$ cat src/rtl/skid_buffer_generic_if.sv
// Valid/ready handshake bundle for skid_buffer_generic.
// master drives the upstream/downstream side, slave is the buffer.
interface skid_buffer_generic_if #(
    parameter int BITWIDTH = 16,
    parameter int NINPUTS  = 1
) ();

    logic                flush;
    logic                in_valid;
    logic                in_ready;
    logic [BITWIDTH-1:0] in_data [NINPUTS];
    logic                out_valid;
    logic                out_ready;
    logic [BITWIDTH-1:0] out_data [NINPUTS];
    logic [1:0]          count;

    modport master (
        output flush,
        output in_valid,
        input  in_ready,
        output in_data,
        input  out_valid,
        output out_ready,
        input  out_data,
        input  count
    );

    modport slave (
        input  flush,
        input  in_valid,
        output in_ready,
        input  in_data,
        output out_valid,
        input  out_ready,
        output out_data,
        output count
    );

endinterface

$ cat src/rtl/skid_buffer_generic.sv
// Two-entry elastic pipeline register, NINPUTS lanes per bundle.
// in_ready comes straight from the state flop to cut the ready path.
module skid_buffer_generic #(
    parameter int BITWIDTH = 16,
    parameter int NINPUTS  = 1
) (
    input logic                 clk,
    input logic                 rst,
    skid_buffer_generic_if.slave sif
);

    typedef enum logic [1:0] {
        EMPTY = 2'd0,
        ONE   = 2'd1,
        FULL  = 2'd2
    } state_t;

    state_t              state;
    state_t              state_n;
    logic [BITWIDTH-1:0] main [NINPUTS];
    logic [BITWIDTH-1:0] skid [NINPUTS];

    logic       in_ready;
    logic       out_valid;
    logic [1:0] count;
    logic       in_xfer;
    logic       out_xfer;
    logic       load_main_in;
    logic       load_main_skid;
    logic       load_skid;

    // Handshake flags and occupancy decoded from the state flop only
    always_comb begin
        in_ready  = 1'b1;
        out_valid = 1'b0;
        count     = 2'd0;
        unique case (state)
            EMPTY: begin
                in_ready  = 1'b1;
                out_valid = 1'b0;
                count     = 2'd0;
            end
            ONE: begin
                in_ready  = 1'b1;
                out_valid = 1'b1;
                count     = 2'd1;
            end
            FULL: begin
                in_ready  = 1'b0;
                out_valid = 1'b1;
                count     = 2'd2;
            end
            default: begin
                in_ready  = 1'b1;
                out_valid = 1'b0;
                count     = 2'd0;
            end
        endcase
    end

    assign in_xfer  = sif.in_valid & in_ready;
    assign out_xfer = out_valid & sif.out_ready;

    // Next state and register load selects
    always_comb begin
        state_n        = state;
        load_main_in   = 1'b0;
        load_main_skid = 1'b0;
        load_skid      = 1'b0;
        unique case (state)
            EMPTY: begin
                if (in_xfer) begin
                    load_main_in = 1'b1;
                    state_n      = ONE;
                end
            end
            ONE: begin
                if (in_xfer && out_xfer) begin
                    load_main_in = 1'b1;
                end else if (in_xfer) begin
                    load_skid = 1'b1;
                    state_n   = FULL;
                end else if (out_xfer) begin
                    state_n = EMPTY;
                end
            end
            FULL: begin
                if (out_xfer) begin
                    load_main_skid = 1'b1;
                    state_n        = ONE;
                end
            end
            default: begin
                state_n = EMPTY;
            end
        endcase
    end

    // State register; reset and flush both squash to EMPTY
    always_ff @(posedge clk) begin
        if (rst || sif.flush) begin
            state <= EMPTY;
        end else begin
            state <= state_n;
        end
    end

    // Main register: head of the buffer, cleared on squash
    always_ff @(posedge clk) begin
        if (rst || sif.flush) begin
            for (int i = 0; i < NINPUTS; i++) begin
                main[i] <= '0;
            end
        end else if (load_main_in) begin
            for (int i = 0; i < NINPUTS; i++) begin
                main[i] <= sif.in_data[i];
            end
        end else if (load_main_skid) begin
            for (int i = 0; i < NINPUTS; i++) begin
                main[i] <= skid[i];
            end
        end
    end

    // Skid register: catches the bundle accepted while the head stalls
    always_ff @(posedge clk) begin
        if (rst || sif.flush) begin
            for (int i = 0; i < NINPUTS; i++) begin
                skid[i] <= '0;
            end
        end else if (load_skid) begin
            for (int i = 0; i < NINPUTS; i++) begin
                skid[i] <= sif.in_data[i];
            end
        end
    end

    assign sif.in_ready  = in_ready;
    assign sif.out_valid = out_valid;
    assign sif.count     = count;
    assign sif.out_data  = main;

endmodule

$ cat src/flat_wrapper.sv
// flat-port wrapper written by rule: the top's interface ports become plain ports
module skid_buffer_generic_flat 
#(
    parameter int BITWIDTH = 16,
    parameter int NINPUTS  = 1
)
  (clk, rst, sif_flush, sif_in_valid, sif_in_ready, sif_in_data, sif_out_valid, sif_out_ready, sif_out_data, sif_count);
  skid_buffer_generic_if #(.BITWIDTH(BITWIDTH), .NINPUTS(NINPUTS)) sif_i ();
  input logic clk;
  input logic rst;
  input wire logic [$bits(sif_i.flush)-1:0] sif_flush;
  input wire logic [$bits(sif_i.in_valid)-1:0] sif_in_valid;
  output wire logic [$bits(sif_i.in_ready)-1:0] sif_in_ready;
  input wire logic [$bits(sif_i.in_data)-1:0] sif_in_data;
  output wire logic [$bits(sif_i.out_valid)-1:0] sif_out_valid;
  input wire logic [$bits(sif_i.out_ready)-1:0] sif_out_ready;
  output wire logic [$bits(sif_i.out_data)-1:0] sif_out_data;
  output wire logic [$bits(sif_i.count)-1:0] sif_count;
  assign sif_i.flush = sif_flush;
  assign sif_i.in_valid = sif_in_valid;
  assign sif_in_ready = sif_i.in_ready;
  assign sif_i.in_data = {>>{sif_in_data}};
  assign sif_out_valid = sif_i.out_valid;
  assign sif_i.out_ready = sif_out_ready;
  assign sif_out_data = {>>{sif_i.out_data}};
  assign sif_count = sif_i.count;
  skid_buffer_generic #(.BITWIDTH(BITWIDTH), .NINPUTS(NINPUTS)) u_core (.clk(clk), .rst(rst), .sif(sif_i));
endmodule
$ cat config.mk
export PLATFORM = sky130hd
export DESIGN_NAME = skid_buffer_generic_flat
export DESIGN_NICKNAME = d
export VERILOG_FILES = /design/src/rtl/skid_buffer_generic_if.sv /design/src/rtl/skid_buffer_generic.sv /design/src/flat_wrapper.sv
export SDC_FILE = /design/constraint.sdc
export NUM_CORES = 1
export LEC_CHECK = 0
export ABC_AREA = 1
export BUFFER_PORTS_ARGS = -buffer_cell sky130_fd_sc_hd__buf_2
export CAP_MARGIN = 30
export CORE_MARGIN = 2
export CORE_UTILIZATION = 53
export DETAILED_ROUTE_END_ITERATION = 6
export PLACE_DENSITY_LB_ADDON = 0.15
export REMOVE_ABC_BUFFERS = 1
export SETUP_SLACK_MARGIN = 0.02
export SLEW_MARGIN = 20
export SYNTH_ARGS = -nofsm -noshare
export SYNTH_HDL_FRONTEND = slang
export SYNTH_SLANG_ARGS = --single-unit
$ cat constraint.sdc
create_clock -name clk -period 2.9 [get_ports clk]
set_input_delay 0.29 -clock clk [delete_from_list [all_inputs] [get_ports clk]]
set_output_delay 0.29 -clock clk [all_outputs]
set_load 0.01 [all_outputs]
==> impl_metrics.ini <==
[sta]
fin_crit_sh_pct = 63.5
maxSlewViolCount = 0
timing.fmax_mhz = 543
period_minus_slack_ns = 1.84
finalSetupTns_ns = 0
fin_skew_ns = 0.0124
tightest_slew_ns = 0.539
slew_headroom_pct = 64.0
setup_violations = 0
rsz0062_at_grt = no
hold_viol = 0
setup_ws_ns = 1.06

[setup_path]
crit_start = u_core.state[0]
path_class = reg -> reg
worstPathRequired_ns = 3.12
crit_buf_inv = 2
endpoint_kind = flip-flop
rr_startpoint = u_core.state[0]
critPathSlowestCell = dfxtp_1
path_delay_family = simple AND/OR/NAND/NOR gates
arrival_ns = 2.06
critPathMaxStageDelay_ns = 0.39
crit_path_max_fanout = 17
setup.worst_path.start_class = flip-flop
cpMostUsedCell = nand2_1
crit_chain = inv_1 -> ha_1 -> nand2_2 -> clkinv_2 -> nand2_1 -> nand3_1 -> nand2_1 -> a21oi_1

[yosys]
yosysMostFrequentCell = nand2_1
yosysWarnings = 0
yosys.area.top_type_share_pct = 27.3
synth_cells = 219
synthTopCellsByArea = edfxtp_1, dfxtp_1, nand2_1, nand4_1, nor2_1
ys_seq_area_share_pct = 47.8
avgSynthCellArea_sq_um = 8.03
ys.flop_type = dfxtp_1
synth_edf_count = 16
ys_types = 21
synth_area_sq_um = 1760
ys_ff_latch = 34
synth_common_cells = nand2_1, nor2_1, inv_1
yosysTopAreaCell = edfxtp_1
async_reset_ff_share_pct = 0

[routing]
first_iter_violations = 105
drc = 0
drtPass1Iterations = 4
routed_wirelength_microns = 3550
wire_per_inst_microns = 11.8
vias = 1482
ant_nets = 0
vias_per_cell = 4.92

[die]
rows = 20
die_area_sq_um = 3800
core-area_sq_um = 3100
dieWidth_microns = 61.6
die_y_microns = 61.6
io_pins = 41
start_util_pct = 56.7

[power_and_ir_drop]
power.leakage_nw = 0.992
ir_drop_mv = 0.313
p_per_area_nw_per_um2 = 512

[finish]
area_growth_pct = 14.2
n_antenna_cell = 0
num-nets-final = 282
fin_area_sq_um = 2010
final_cells = 301
post-route-util_pct = 64.7
drive_gt1_share_pct = 23.7

[clocking]
numCtsBuffers = 5
holdBufCountCts = 0
insertion_delay_ns = 0.35
clk_pin_slew_ns = 0.11
ctsLongestPathBuffers = 2
cts_setup_buffers = 0
cts_root_buf = clkbuf_4
cts_tree = done
post_cts_resize_count = 0
clock_sinks = 34
htreeDepth = 2

[grt]
overflow = 0
grt_max_degree = 34
grt_pass1_wl_microns = 5820
antenna_found_initial = 0
grt_usage_pct = 21.1
grt_pass1_vias = 1327

[place]
portBuffers = 40
postPlaceCellArea_sq_um = 1940
pre_cts_ws_ns = 1.06
place_congestion = 0.851
dp_cells = 293
hpwl_microns = 2340

[min_path]
hold_start = rst
hold_path_class = in -> reg

[run]
maxCapViolCount = 0

[run_status]
status = completed
[layout by cell type, fill, tap and decap left out, types with 2 or more instances in the layout]
cell type and n:
nor2_2 2, ha_1 5, nand2_2 2, clkbuf_4 5, dfxtp_1 18, nand2_4 3, buf_2 40, edfxtp_1 16
nand3_1 18, nand4_1 16, nand2_1 54, inv_1 24, nor2_1 26, nor2_4 2, clkinv_2 2, a21oi_1 17
[final timing paths]
check	cells past startpoint	endpoint	slack, ns
setup / recovery	8	u_core.sif.out_data[4]	1.06
hold reg to reg	2	u_core.sif.out_data[9]	0.50
hold / removal	4	u_core.state[0]	0.21
setup reg to reg	8	u_core.sif.out_data[4]	1.06
[through the flow]
| step | hold slack (ns) | total power [mW] |
|---|---|---|
| global placement | 0.482 | 0.746 |
| CTS | 0.205 | 1.03 |
| global route | 0.218 | 1.09 |
| finish | 0.212 | 1.03 |
| floorplan | 0.455 | 0.687 |
| detailed placement | 0.485 | 0.749 |
[per-layer routing]
layer | routed length, microns | share of wire [%] | global-route usage (%) | up-vias
li1 | - | - | - | 785
met1 | 1680 | 47 | 25.5 | 664
met5 | 0 | 0 | 0 | -
met3 | 132 | 3.7 | 5.04 | 4
met4 | 34 | 0.96 | 9.12 | 0
met2 | 1700 | 48 | 35.9 | 29
[area by class of cell]
| type | instances | area [sq um] |
|---|---|---|
| fillers | 320 | 1090 |
| flip-flops and latches | 34 | 841 |
| multi-input cells | 148 | 742 |
| repair buffers | 41 | 208 |
| inverters | 26 | 98.8 |
| well taps | 44 | 55.1 |
| clock buffers | 6 | 51.3 |
| clock inverters | 2 | 12.5 |
[kinds of logic (layout without fill, tap and decap cells)]
logic type	after synthesis	count (layout)	synth area share, %
buffers and inverters	37	75	10.0
adders and majority gates	5	5	3.56
AOI/OAI and AO/OA	18	18	5.12
DFF	34	34	47.8
and+or+nand+nor	125	125	33.5
[power by group]
group / internal, mW / switching, mW
clock network: 0.116 / 0.174
registers: 0.530 / 0.0124
logic: 0.0706 / 0.124
[sequential cells by signal, indices dropped and copies added (netlist names)]
signal               cells
u_core.sif.out_data     16
u_core.skid             16
u_core.state             2
[worst reg2reg max path, cell delays in order (launching register included)]
cell and delay (ns):
dfxtp_1 0.39, inv_1 0.10, ha_1 0.28, nand2_2 0.29, clkinv_2 0.30, nand2_1 0.13
nand3_1 0.08, nand2_1 0.09, a21oi_1 0.06
Note: power is estimated with default switching activity, not from simulation.
